[config.mk]
export PLATFORM = sky130hd
export DESIGN_NAME = fetch_unit
export DESIGN_NICKNAME = d
export VERILOG_FILES = /design/src/rtl/fetch_unit.sv
export SDC_FILE = /design/constraint.sdc
export NUM_CORES = 1
export LEC_CHECK = 0
export ABC_AREA = 1
export ABC_CLOCK_PERIOD_IN_PS = 5880
export CAP_MARGIN = 0
export CORE_MARGIN = 2
export CORE_UTILIZATION = 30
export DETAILED_ROUTE_END_ITERATION = 12
export PLACE_DENSITY = 0.53
export SYNTH_ARGS = -nofsm -noshare
export SYNTH_HDL_FRONTEND = slang
export SYNTH_SLANG_ARGS = --single-unit
[constraint.sdc]
create_clock -name clk -period 5.88 [get_ports clk]
set_clock_uncertainty 0.1 [all_clocks]
set_input_delay 1.176 -clock clk [delete_from_list [all_inputs] [get_ports clk]]
set_output_delay 1.176 -clock clk [all_outputs]
set_load 0.005 [all_outputs]
[src/rtl/fetch_unit.sv]
// fetch_unit: instruction-fetch front end with a registered PC, a single-outstanding
// request/ack port to instruction memory and a prefetch queue toward decode.
// Branch redirects flush the queue and restart fetch at a new address.
// Optional build macro FETCH_PERF_CNT_EN adds fetch/flush performance counters;
// when undefined both counter outputs are tied to zero.
module fetch_unit #(
  parameter int unsigned PC_W     = 8,
  parameter int unsigned INSTR_W  = 16,
  parameter int unsigned DEPTH    = 4,
  parameter int unsigned PC_STEP  = 1,
  parameter int unsigned RESET_PC = 0
) (
  input  logic               clk,
  input  logic               rst_n,
  output logic               imem_req,
  output logic [PC_W-1:0]    imem_addr,
  input  logic               imem_ack,
  input  logic [INSTR_W-1:0] imem_rdata,
  output logic               dec_valid,
  output logic [INSTR_W-1:0] dec_instr,
  output logic [PC_W-1:0]    dec_pc,
  input  logic               dec_ready,
  input  logic               redirect,
  input  logic [PC_W-1:0]    redirect_pc,
  output logic [31:0]        fetch_count,
  output logic [15:0]        flush_count
);

  localparam int unsigned PTR_W = $clog2(DEPTH);
  localparam int unsigned CNT_W = $clog2(DEPTH + 1);
  localparam logic [CNT_W-1:0] DEPTH_C = CNT_W'(DEPTH);
  localparam logic [PC_W-1:0]  RST_PC  = PC_W'(RESET_PC);
  localparam logic [PC_W-1:0]  STEP_C  = PC_W'(PC_STEP);

  typedef enum logic [1:0] {
    ST_IDLE    = 2'd0,
    ST_REQ     = 2'd1,
    ST_DISCARD = 2'd2
  } state_e;

  state_e             state_q;
  logic               req_q;
  logic [PC_W-1:0]    addr_q;
  logic [PC_W-1:0]    tgt_q;

  logic [PC_W-1:0]    pc_mem_q    [DEPTH];
  logic [INSTR_W-1:0] instr_mem_q [DEPTH];
  logic [PTR_W-1:0]   rd_ptr_q;
  logic [PTR_W-1:0]   wr_ptr_q;
  logic [CNT_W-1:0]   count_q;
  logic [CNT_W-1:0]   count_d;

  logic q_wr;
  logic q_pop;

  // Queue write on a completed, non-redirected fetch; pop on decode handshake
  always_comb begin
    q_wr    = (state_q == ST_REQ) && imem_ack && !redirect;
    q_pop   = (count_q != '0) && dec_ready;
    count_d = count_q + CNT_W'(q_wr) - CNT_W'(q_pop);
  end

  assign imem_req  = req_q;
  assign imem_addr = addr_q;
  assign dec_valid = (count_q != '0);
  assign dec_instr = instr_mem_q[rd_ptr_q];
  assign dec_pc    = pc_mem_q[rd_ptr_q];

  // Fetch FSM: owns the request strobe, the fetch address and the pending redirect target
  always_ff @(posedge clk or negedge rst_n) begin
    if (!rst_n) begin
      state_q <= ST_IDLE;
      req_q   <= 1'b0;
      addr_q  <= RST_PC;
      tgt_q   <= '0;
    end else begin
      case (state_q)
        ST_IDLE: begin
          if (redirect) begin
            addr_q  <= redirect_pc;
            state_q <= ST_REQ;
            req_q   <= 1'b1;
          end else if (count_q < DEPTH_C) begin
            state_q <= ST_REQ;
            req_q   <= 1'b1;
          end
        end
        ST_REQ: begin
          if (redirect) begin
            if (imem_ack) begin
              // transaction finished this cycle: restart directly at the target
              addr_q <= redirect_pc;
            end else begin
              // request still in flight: hold it and swallow its data later
              tgt_q   <= redirect_pc;
              state_q <= ST_DISCARD;
            end
          end else if (imem_ack) begin
            addr_q <= addr_q + STEP_C;
            if (count_d >= DEPTH_C) begin
              state_q <= ST_IDLE;
              req_q   <= 1'b0;
            end
          end
        end
        ST_DISCARD: begin
          if (redirect) begin
            if (imem_ack) begin
              addr_q  <= redirect_pc;
              state_q <= ST_REQ;
            end else begin
              tgt_q <= redirect_pc;
            end
          end else if (imem_ack) begin
            addr_q  <= tgt_q;
            state_q <= ST_REQ;
          end
        end
        default: begin
          state_q <= ST_IDLE;
          req_q   <= 1'b0;
        end
      endcase
    end
  end

  // Prefetch queue storage and pointers; a redirect empties it after any same-cycle pop
  always_ff @(posedge clk or negedge rst_n) begin
    if (!rst_n) begin
      for (int unsigned i = 0; i < DEPTH; i++) begin
        pc_mem_q[i]    <= '0;
        instr_mem_q[i] <= '0;
      end
      rd_ptr_q <= '0;
      wr_ptr_q <= '0;
      count_q  <= '0;
    end else if (redirect) begin
      rd_ptr_q <= '0;
      wr_ptr_q <= '0;
      count_q  <= '0;
    end else begin
      if (q_wr) begin
        pc_mem_q[wr_ptr_q]    <= addr_q;
        instr_mem_q[wr_ptr_q] <= imem_rdata;
        wr_ptr_q              <= wr_ptr_q + PTR_W'(1);
      end
      if (q_pop) begin
        rd_ptr_q <= rd_ptr_q + PTR_W'(1);
      end
      count_q <= count_d;
    end
  end

`ifdef FETCH_PERF_CNT_EN
  logic [31:0] fetch_cnt_q;
  logic [15:0] flush_cnt_q;

  // Performance counters: queue writes and accepted redirects, both free-running
  always_ff @(posedge clk or negedge rst_n) begin
    if (!rst_n) begin
      fetch_cnt_q <= '0;
      flush_cnt_q <= '0;
    end else begin
      if (q_wr) begin
        fetch_cnt_q <= fetch_cnt_q + 32'd1;
      end
      if (redirect) begin
        flush_cnt_q <= flush_cnt_q + 16'd1;
      end
    end
  end

  assign fetch_count = fetch_cnt_q;
  assign flush_count = flush_cnt_q;
`else
  assign fetch_count = '0;
  assign flush_count = '0;
`endif

endmodule

* Word level (Yosys, flattened, before mapping)
Cells that the tools add are included.
** Storage, ports and cells
- Flip-flop bits (word level) :: 122
- Bits in latches :: 0
- Bits in writable memories :: 0
- ROM bits :: 0
- Input port bits :: 29
- Output and inout port bits :: 82
- Word-level logic and storage cells :: 96
- Memories kept :: 0
** Cells by class
- $add $sub $neg :: 5
- Multiply operators :: 0
- Divide/modulo/power cells :: 0
- $lt $le $gt $ge :: 5
- Eq/ne operators :: 12
- Shift operators :: 0
- Multiplexer cells :: 38
- Bitwise operators :: 5
- Reduce and logical (&&, ||, !) cells :: 16
** Operator list (number)
- $mux W8 :: 9
- $bwmux W64 :: 1
- $mux W16 :: 3
- $bmux W16 S2 :: 1
- $bwmux W32 :: 1
- $demux W16 S2 :: 1
- $pmux W8 S3 :: 1
- $mux W2 :: 11
- $bmux W8 S2 :: 1
- $demux W8 S2 :: 1
- $ne A3 B3 Y1 const B :: 4
- $reduce_and A5 Y1 :: 2
- $ge A3 B3 Y1 const B :: 3
- $add A8 B1 Y8 const B :: 1
- $ne A2 B2 Y1 const B :: 4
- $not A2 Y3 :: 2
- $pmux W2 S3 :: 1
- $reduce_bool A3 Y1 :: 2
- $mux W1 :: 5
- $add A2 B1 Y2 const B :: 2
- $logic_and A1 B1 Y1 :: 4
- $reduce_and A4 Y1 :: 1
- $reduce_bool A2 Y1 :: 2
- $add A3 B1 Y3 :: 1
- 15 further kinds :: 17

* Depth between registers and ports, before layout
- Depth in word-level cells :: 10
- Mapped depth :: 15
- Gate-level depth less buffers :: 15

* Worst setup path before layout
OpenSTA, ideal clock, no wires.
- Kind :: input -> register
- Start point :: in imem_ack
- End point :: reg req_q, in the netlist imem_req
- Setup time :: 0.126 ns
- Arrival time :: 2.815 ns
- Required time :: 5.654 ns
- Setup slack :: 2.839 ns
- Stages :: 12
- Path buffers :: 0
- Path through :: inv_2 nor3_4 inv_1 ha_1 inv_1 ha_1 inv_1 fa_1 xnor2_1 nand2_1 nand3_1 o21ai_0
** Between the ends
- Cells in the longest elaborated chain, start to end :: 7
- Elaborated cells on any way between the ends :: 8
- Classes of those cells :: add/sub (2); order compare (1); eq/ne (2); reduce/logical (3)
** Ends and longest elaborated chain
- start: declaration :: line 17 : input logic imem_ack,
- $logic_and A1 B1 Y1 (2 in a row) :: line 58 : q_wr = (state_q == ST_REQ) && imem_ack && !redirect;
- $add A3 B1 Y3 :: line 60 : count_d = count_q + CNT_W'(q_wr) - CNT_W'(q_pop);
- $sub A3 B1 Y3 :: line 60
- $ge A3 B3 Y1 :: line 100 : if (count_d >= DEPTH_C) begin
- $ne A2 B1 Y1 (no source line)
- $reduce_and A5 Y1 (no source line) (*)
- end signal: assignment :: line 73 : req_q <= 1'b0;
- end signal: assignment :: line 102 : req_q <= 1'b0;
- end signal: assignment :: line 121 : req_q <= 1'b0;
- end: declaration :: line 42 : logic req_q;
Every way passes the cells marked *; elsewhere a longest branch is shown, timed or not.
A chain may end at the register's enable or synchronous reset.

* Worst setup path in the final report
- Start point :: reg rd_ptr_q[1]
- End point :: out dec_pc[0]
** Between the ends
- Cells in the longest elaborated chain, start to end :: 4
** Ends and longest elaborated chain
- start: declaration :: line 48 : logic [PTR_W-1:0] rd_ptr_q;
- start signal: assignment :: line 148 : rd_ptr_q <= rd_ptr_q + PTR_W'(1);
- $not A2 Y3 (not written as such) :: line 67 : assign dec_pc = pc_mem_q[rd_ptr_q];
- $bmux W8 S2 :: line 67
- $mux W8 (not written as such) (2 in a row) :: line 67
- end: declaration :: line 21 : output logic [PC_W-1:0] dec_pc,
No other way between the ends. The select of a mux whose other input is x is not followed.

==> results.tsv <==
metric	value	unit
status	finished clean	
hold_viol	0	
critPathArrivalTime	3000	ps
ys_types	27	
min_period	4280	ps
numCtsBuffers	17	
cp_data_required_time	4600	ps
synthCells	772	
power_density	495	nW/µm²
core_area	20200	µm²
routedWlPerCell	13.7	µm
reg2reg_from	state_q[1]	
max-cap-violations	0	
io_buffers	62	
synth_area	6180	µm²
post-place-ws	1750	ps
total_leakage_power	3.53	nW
post_cts.repair.setup_buffers	0	
totalWireLength	15100	µm
fp-row-count	52	
io_pins	111	
critPathLaunchType	flop	
drcViolationCount	0	
viasPerCell	4.58	
rr_endpoint	imem_req	
first_iter_violations	228	
routabilityCongestion	0.806	
slowest_stage	inv_1	
final_cell_mix	nand2_1, o21ai_0, dfrtp_1	
crit_chain	inv_1 -> o21ai_0 -> o22ai_1 -> clkdlybuf4s50_1	
clkTransAtPathRegs	60	ps
setup.worst_path.end_class	primary output	
antenna_found_initial	0	
start_util	0.305	
clk_latency	410	ps
fmax	234	MHz
cts_sinks	122	
dieArea	21800	µm²
final_common_cell	nand2_1	
slowest_delay	830	ps
ctsResizeCount	0	
finish.utilization	0.366	
r2r_cells	14	
grt_max_degree	51	
path_class	reg2out	
die_h	147	µm
placedCellCount	1067	
min_delay_path_depth	2	
tightest_slew	948	ps
hold_end	pc_mem_q[23]	
drive_above_1_share	0.0519	
fin_cells	1099	
power	3.67	mW
crit_family	buffers and inverters	
vias	5028	
grt_overflow	0	
setup_viol	0	
worstPathBufferInverterCount	2	
root_buffer	clkbuf_16	
period_share	0.727	
synth-seq-area-share	0.494	
slew_headroom	0.367	
ir_drop	0.242	mV
setup_tns	0	ps
antenna_left	0	
drv_slew	0	
grt_usage	0.144	
drtPass1Iterations	5	
cts_tree	built	
syn_to_final_growth	19.9	%
hold_path.class	reg2reg	
ys.warnings.count	0	
dp_hpwl	9270	µm
htreeDepth	4	
die_w	147	µm
nNetsFinal	857	
min_from	pc_mem_q[23]	
ys_ff_latch	122	
n_antenna_cell	0	
grt_pass1_vias	4880	
synth_area_per_cell	8.00	µm²
critPathMaxFanout	26	
fin_ws	1600	ps
reg2reg_slack	2660	ps
clockBufferDepth	2	
grt_pass1_wl	25100	µm
rsz0062_at_grt	no	
hold_buffers	0	
==> cell families after synthesis <==
kind of cell             synth area share
buffers and inverters               0.121
XOR/XNOR                          0.00142
adder cells (fa/ha/maj)            0.0255
other                            0.000607
AND/OR/NAND/NOR                     0.171
flip-flops                          0.494
AO/OA/AOI/OAI                       0.186
==> registers in the layout, summed over array words and instances, names as in the netlist <==
signal and flops:
tgt_q 8, imem_req 1, imem_addr 8, count_q 3, pc_mem_q 32, wr_ptr_q 2, rd_ptr_q 2, state_q 2
instr_mem_q 64
==> through the flow <==
step	hold WS, ps	instance area [µm²]
floorplan	348	6350
global placement	361	6830
detailed placement	368	6830
CTS	381	7400
global route	398	7400
finish	376	7400
==> worst reg2reg max path, cell delays in order (launching register included) <==
cell,delay [ps]
dfrtp_1,420
inv_1,100
ha_1,460
inv_1,270
nor3_4,300
inv_1,80
ha_1,270
inv_1,60
ha_1,130
inv_1,40
fa_1,370
xnor2_1,260
nand2_1,80
nand3_1,90
o21ai_0,80
==> Yosys cell counts, drive strengths merged <==
master	instances	share of area
a211oi	1	0.0012
a21boi	1	0.0012
a21oi	16	0.013
a22o	1	0.0014
a31oi	2	0.0020
buf	62	0.069
clkbuf	30	0.018
conb	1	0.00061
dfrtp	122	0.49
fa	1	0.0032
ha	11	0.022
inv	55	0.033
nand2	184	0.11
nand3	13	0.011
nand4	4	0.0041
nor2	64	0.039
nor3	5	0.0059
o2111ai	2	0.0028
o211ai	1	0.0012
o21ai	171	0.14
o22ai	24	0.024
xnor2	1	0.0014
==> worst max path at each step <==
stage                endpoint         from  slack (ps)  depth (start not counted)
floorplan            imem_req     imem_ack        2840                         12
global route        dec_pc[4]  rd_ptr_q[1]        1410                          4
CTS                 dec_pc[4]  rd_ptr_q[1]        1510                          4
global placement     imem_req     imem_ack        1770                         13
detailed placement   imem_req     imem_ack        1750                         13
finish              dec_pc[0]  rd_ptr_q[1]        1600                          4
==> metal layers <==
layer  wire length, µm  part of all wire  track usage  up-vias
li1                  -                 -            -     2515
met1              7330              0.49        0.206     2376
met2              6780              0.45        0.216      123
met3               799             0.053       0.0377       14
met4               177             0.012       0.0389        0
met5                 0                 0            0        -
==> cell type report <==
| class | count | area [µm²] |
|---|---|---|
| clock buffers | 22 | 484 |
| clock inverters | 10 | 92.6 |
| fillers | 2152 | 12800 |
| inverters | 55 | 206 |
| multi-input cells | 550 | 2550 |
| flip-flops and latches | 122 | 3050 |
| well taps | 270 | 338 |
| repair buffers | 70 | 678 |
==> power by group <==
group	switching [mW]	internal (mW)
sequential	0.186	1.13
combinational	0.745	0.603
clock	0.384	0.624
(Power assumes the default switching activity.)
==> RTL edit, RTL diff (same settings) <==
The option `FETCH_PERF_CNT_EN` is turned on by a define.
--- a/src/rtl/fetch_unit.sv
+++ b/src/rtl/fetch_unit.sv
@@ -3,6 +3,8 @@
 // Branch redirects flush the queue and restart fetch at a new address.
 // Optional build macro FETCH_PERF_CNT_EN adds fetch/flush performance counters;
 // when undefined both counter outputs are tied to zero.
+`define FETCH_PERF_CNT_EN
+
 module fetch_unit #(
   parameter int unsigned PC_W     = 8,
   parameter int unsigned INSTR_W  = 16,
Behaviour: not the same (a bounded check fails within 4 cycles, from zero or initial values and one cycle with rst_n low).
==> RTL edit against the original RTL <==
Register-to-register slack got worse by 160 ps. Combinational power grew 13%. Setup slack lost 190 ps. Final area is 42% higher. Routed wire length increased by 49%. Power up 19%. Final cell count up 41%. Sequential share of layout area down 0.83 points. Synthesized area grew 39%. Sequential cell count increased by 48.
==> RTL edit: results (changes against the original RTL) <==
M1 GR Usage: 21.0% (was 20.6%)
Fillers: 2,944 (was 2,152)
vias in the first global route: 7,034 (was 4,880)
syn_nets: 1,120
Compound-Gate Fraction of Synth Area: 13.5% (was 18.6%)
Post-Synth XOR/XNOR Area: 3.57% (was 0.142%)
dominant class by area: flip-flops and latches (unchanged)
clk_lat worst skew: 430 ps (was 410 ps)
peak supply drop: 197 µV (was 242 µV)
Reg area: 4250 µm² (was 3050 µm²)
Multi-input gate area: 3750 µm² (was 2550 µm²)
port bufs: 110 (was 62)
met3 WL: 875 µm (was 799 µm)
bufs w/o clock: 117 (was 70)
GRT Resource Usage Total: 15.6% (was 14.4%)
CLK BUF: 18 (was 22)
worst r2r src: state_q[1]$_DFFE_PN0P_ (unchanged)
sequential element share of the synthesized area: 49.6% (was 49.4%)
most flop-heavy register: instr_mem_q (unchanged)
TNS Setup: 0 ps (unchanged)
1st-iter DRT viols: 446 (was 228)
clock tree buffer depth: 2 (unchanged)
Multi-In Gates: 769 (was 550)
post-detail-place hpwl: 14.9 mm (was 9.27 mm)
Post-Synth Adder-Cell Area: 2.27% (was 2.55%)
largest net degree at the start of global routing: 87 (was 51)
Max-Cap Viols: 0 (unchanged)
critical path arrival: 3190 ps (was 3000 ps)
Non-clk invs: 88 (was 55)
Routed met1 length: 11.0 mm (was 7.33 mm)
Synth top cells by count: nand2_1 (314), dfrtp_1 (170), o21ai_0 (144) (was nand2_1 (184), o21ai_0 (167), dfrtp_1 (122))
Slew headroom: 25.7% (was 36.7%)
YS warnings: 0 (unchanged)
Antenna Cells: 0 (unchanged)
share of layout cells above drive strength 1: 5.36% (was 5.19%)
metal2 WL: 10.4 mm (was 6.78 mm)
Final GP Congestion: 0.844 (was 0.806)
DR vias/cell: 4.63 (was 4.58)
first-pass GRT wire length: 37.7 mm (was 25.1 mm)
Synth cell types: 37 (was 27)
HP Start: tgt_q[0]$_DFFE_PN0P_ (was pc_mem_q[23]$_DFFE_PN0P_)
GRT met2 Usage: 25.3% (was 21.6%)
run status: finished, final reports clean (unchanged)
Synth area leaders: dfrtp_1 (50%), nand2_1 (14%), o21ai_0 (8.4%) (was dfrtp_1 (49%), o21ai_0 (14%), nand2_1 (11%))
Worst path slowest cell: inv_1 (unchanged)
met3 usage: 3.56% (was 3.77%)
LEAKAGE: 4.85 nW (was 3.53 nW)
sequential cell count: 170 (was 122)
Slowest Stage Delay on Critical Path: 920 ps (was 830 ps)
DR WL/cell: 14.5 µm (was 13.7 µm)
Non-Clock Buffer Area Fraction: 11.1% (was 9.16%)
NumNets Final: 1,207 (was 857)
CP max FO: 26 (unchanged)
clock network area share: 5.25% (was 7.79%)
[RTL edit: cell types whose count changed after synthesis, moves of 6 or more]
| cell | change |
|---|---|
| a21oi_1 | +6 |
| buf_2 | +10 |
| buf_4 | -47 |
| clkbuf_1 | -9 |
| dfrtp_1 | +48 |
| inv_1 | +32 |
| nand2_1 | +130 |
| nand3_1 | +18 |
| nor2_1 | +44 |
| o21ai_0 | -23 |
| o21ai_1 | +23 |
| xnor2_1 | +14 |
| xor2_1 | +20 |
[RTL edit: kinds of logic after synthesis]
group	count (synthesis)
fa+ha+maj	15
compound gates	222
xor+xnor	35
simple gates	497
flops	170
buf+inv	137
[RTL edit: final timing paths]
kind | slack, ps | endpoint | depth (start not counted)
hold reg to reg | 380 | tgt_q[0]$_DFFE_PN0P_ | 2
min in group asynchronous | 690 | instr_mem_q[16]$_DFFE_PN0P_ | 1
max in group asynchronous | 4040 | state_q[1]$_DFFE_PN0P_ | 2
setup reg to reg | 2500 | state_q[1]$_DFFE_PN0P_ | 14
hold / removal | 380 | tgt_q[0]$_DFFE_PN0P_ | 2
setup / recovery | 1410 | dec_pc[7] | 4
[RTL edit: metrics by stage]
stage	area, µm²	total power, mW	hold WS, ps	worst slack [ps]	instances
2_1_floorplan	8580	2.59	342	2330	1076
3_3_place_gp	9970	3.30	359	1390	1522
3_5_place_dp	9970	3.32	367	1370	1522
4_1_cts	10500	4.43	384	1360	1554
5_1_grt	10500	4.71	413	1150	1554
6_report	10500	4.35	375	1410	1554
[RTL edit: power breakdown]
| group | total, mW | switching [mW] | leakage [nW] | internal, mW |
|---|---|---|---|---|
| Combinational | 1.52 | 0.811 | 2.33 | 0.707 |
| Clock | 1.07 | 0.488 | 0.262 | 0.584 |
| Sequential | 1.76 | 0.263 | 2.25 | 1.50 |
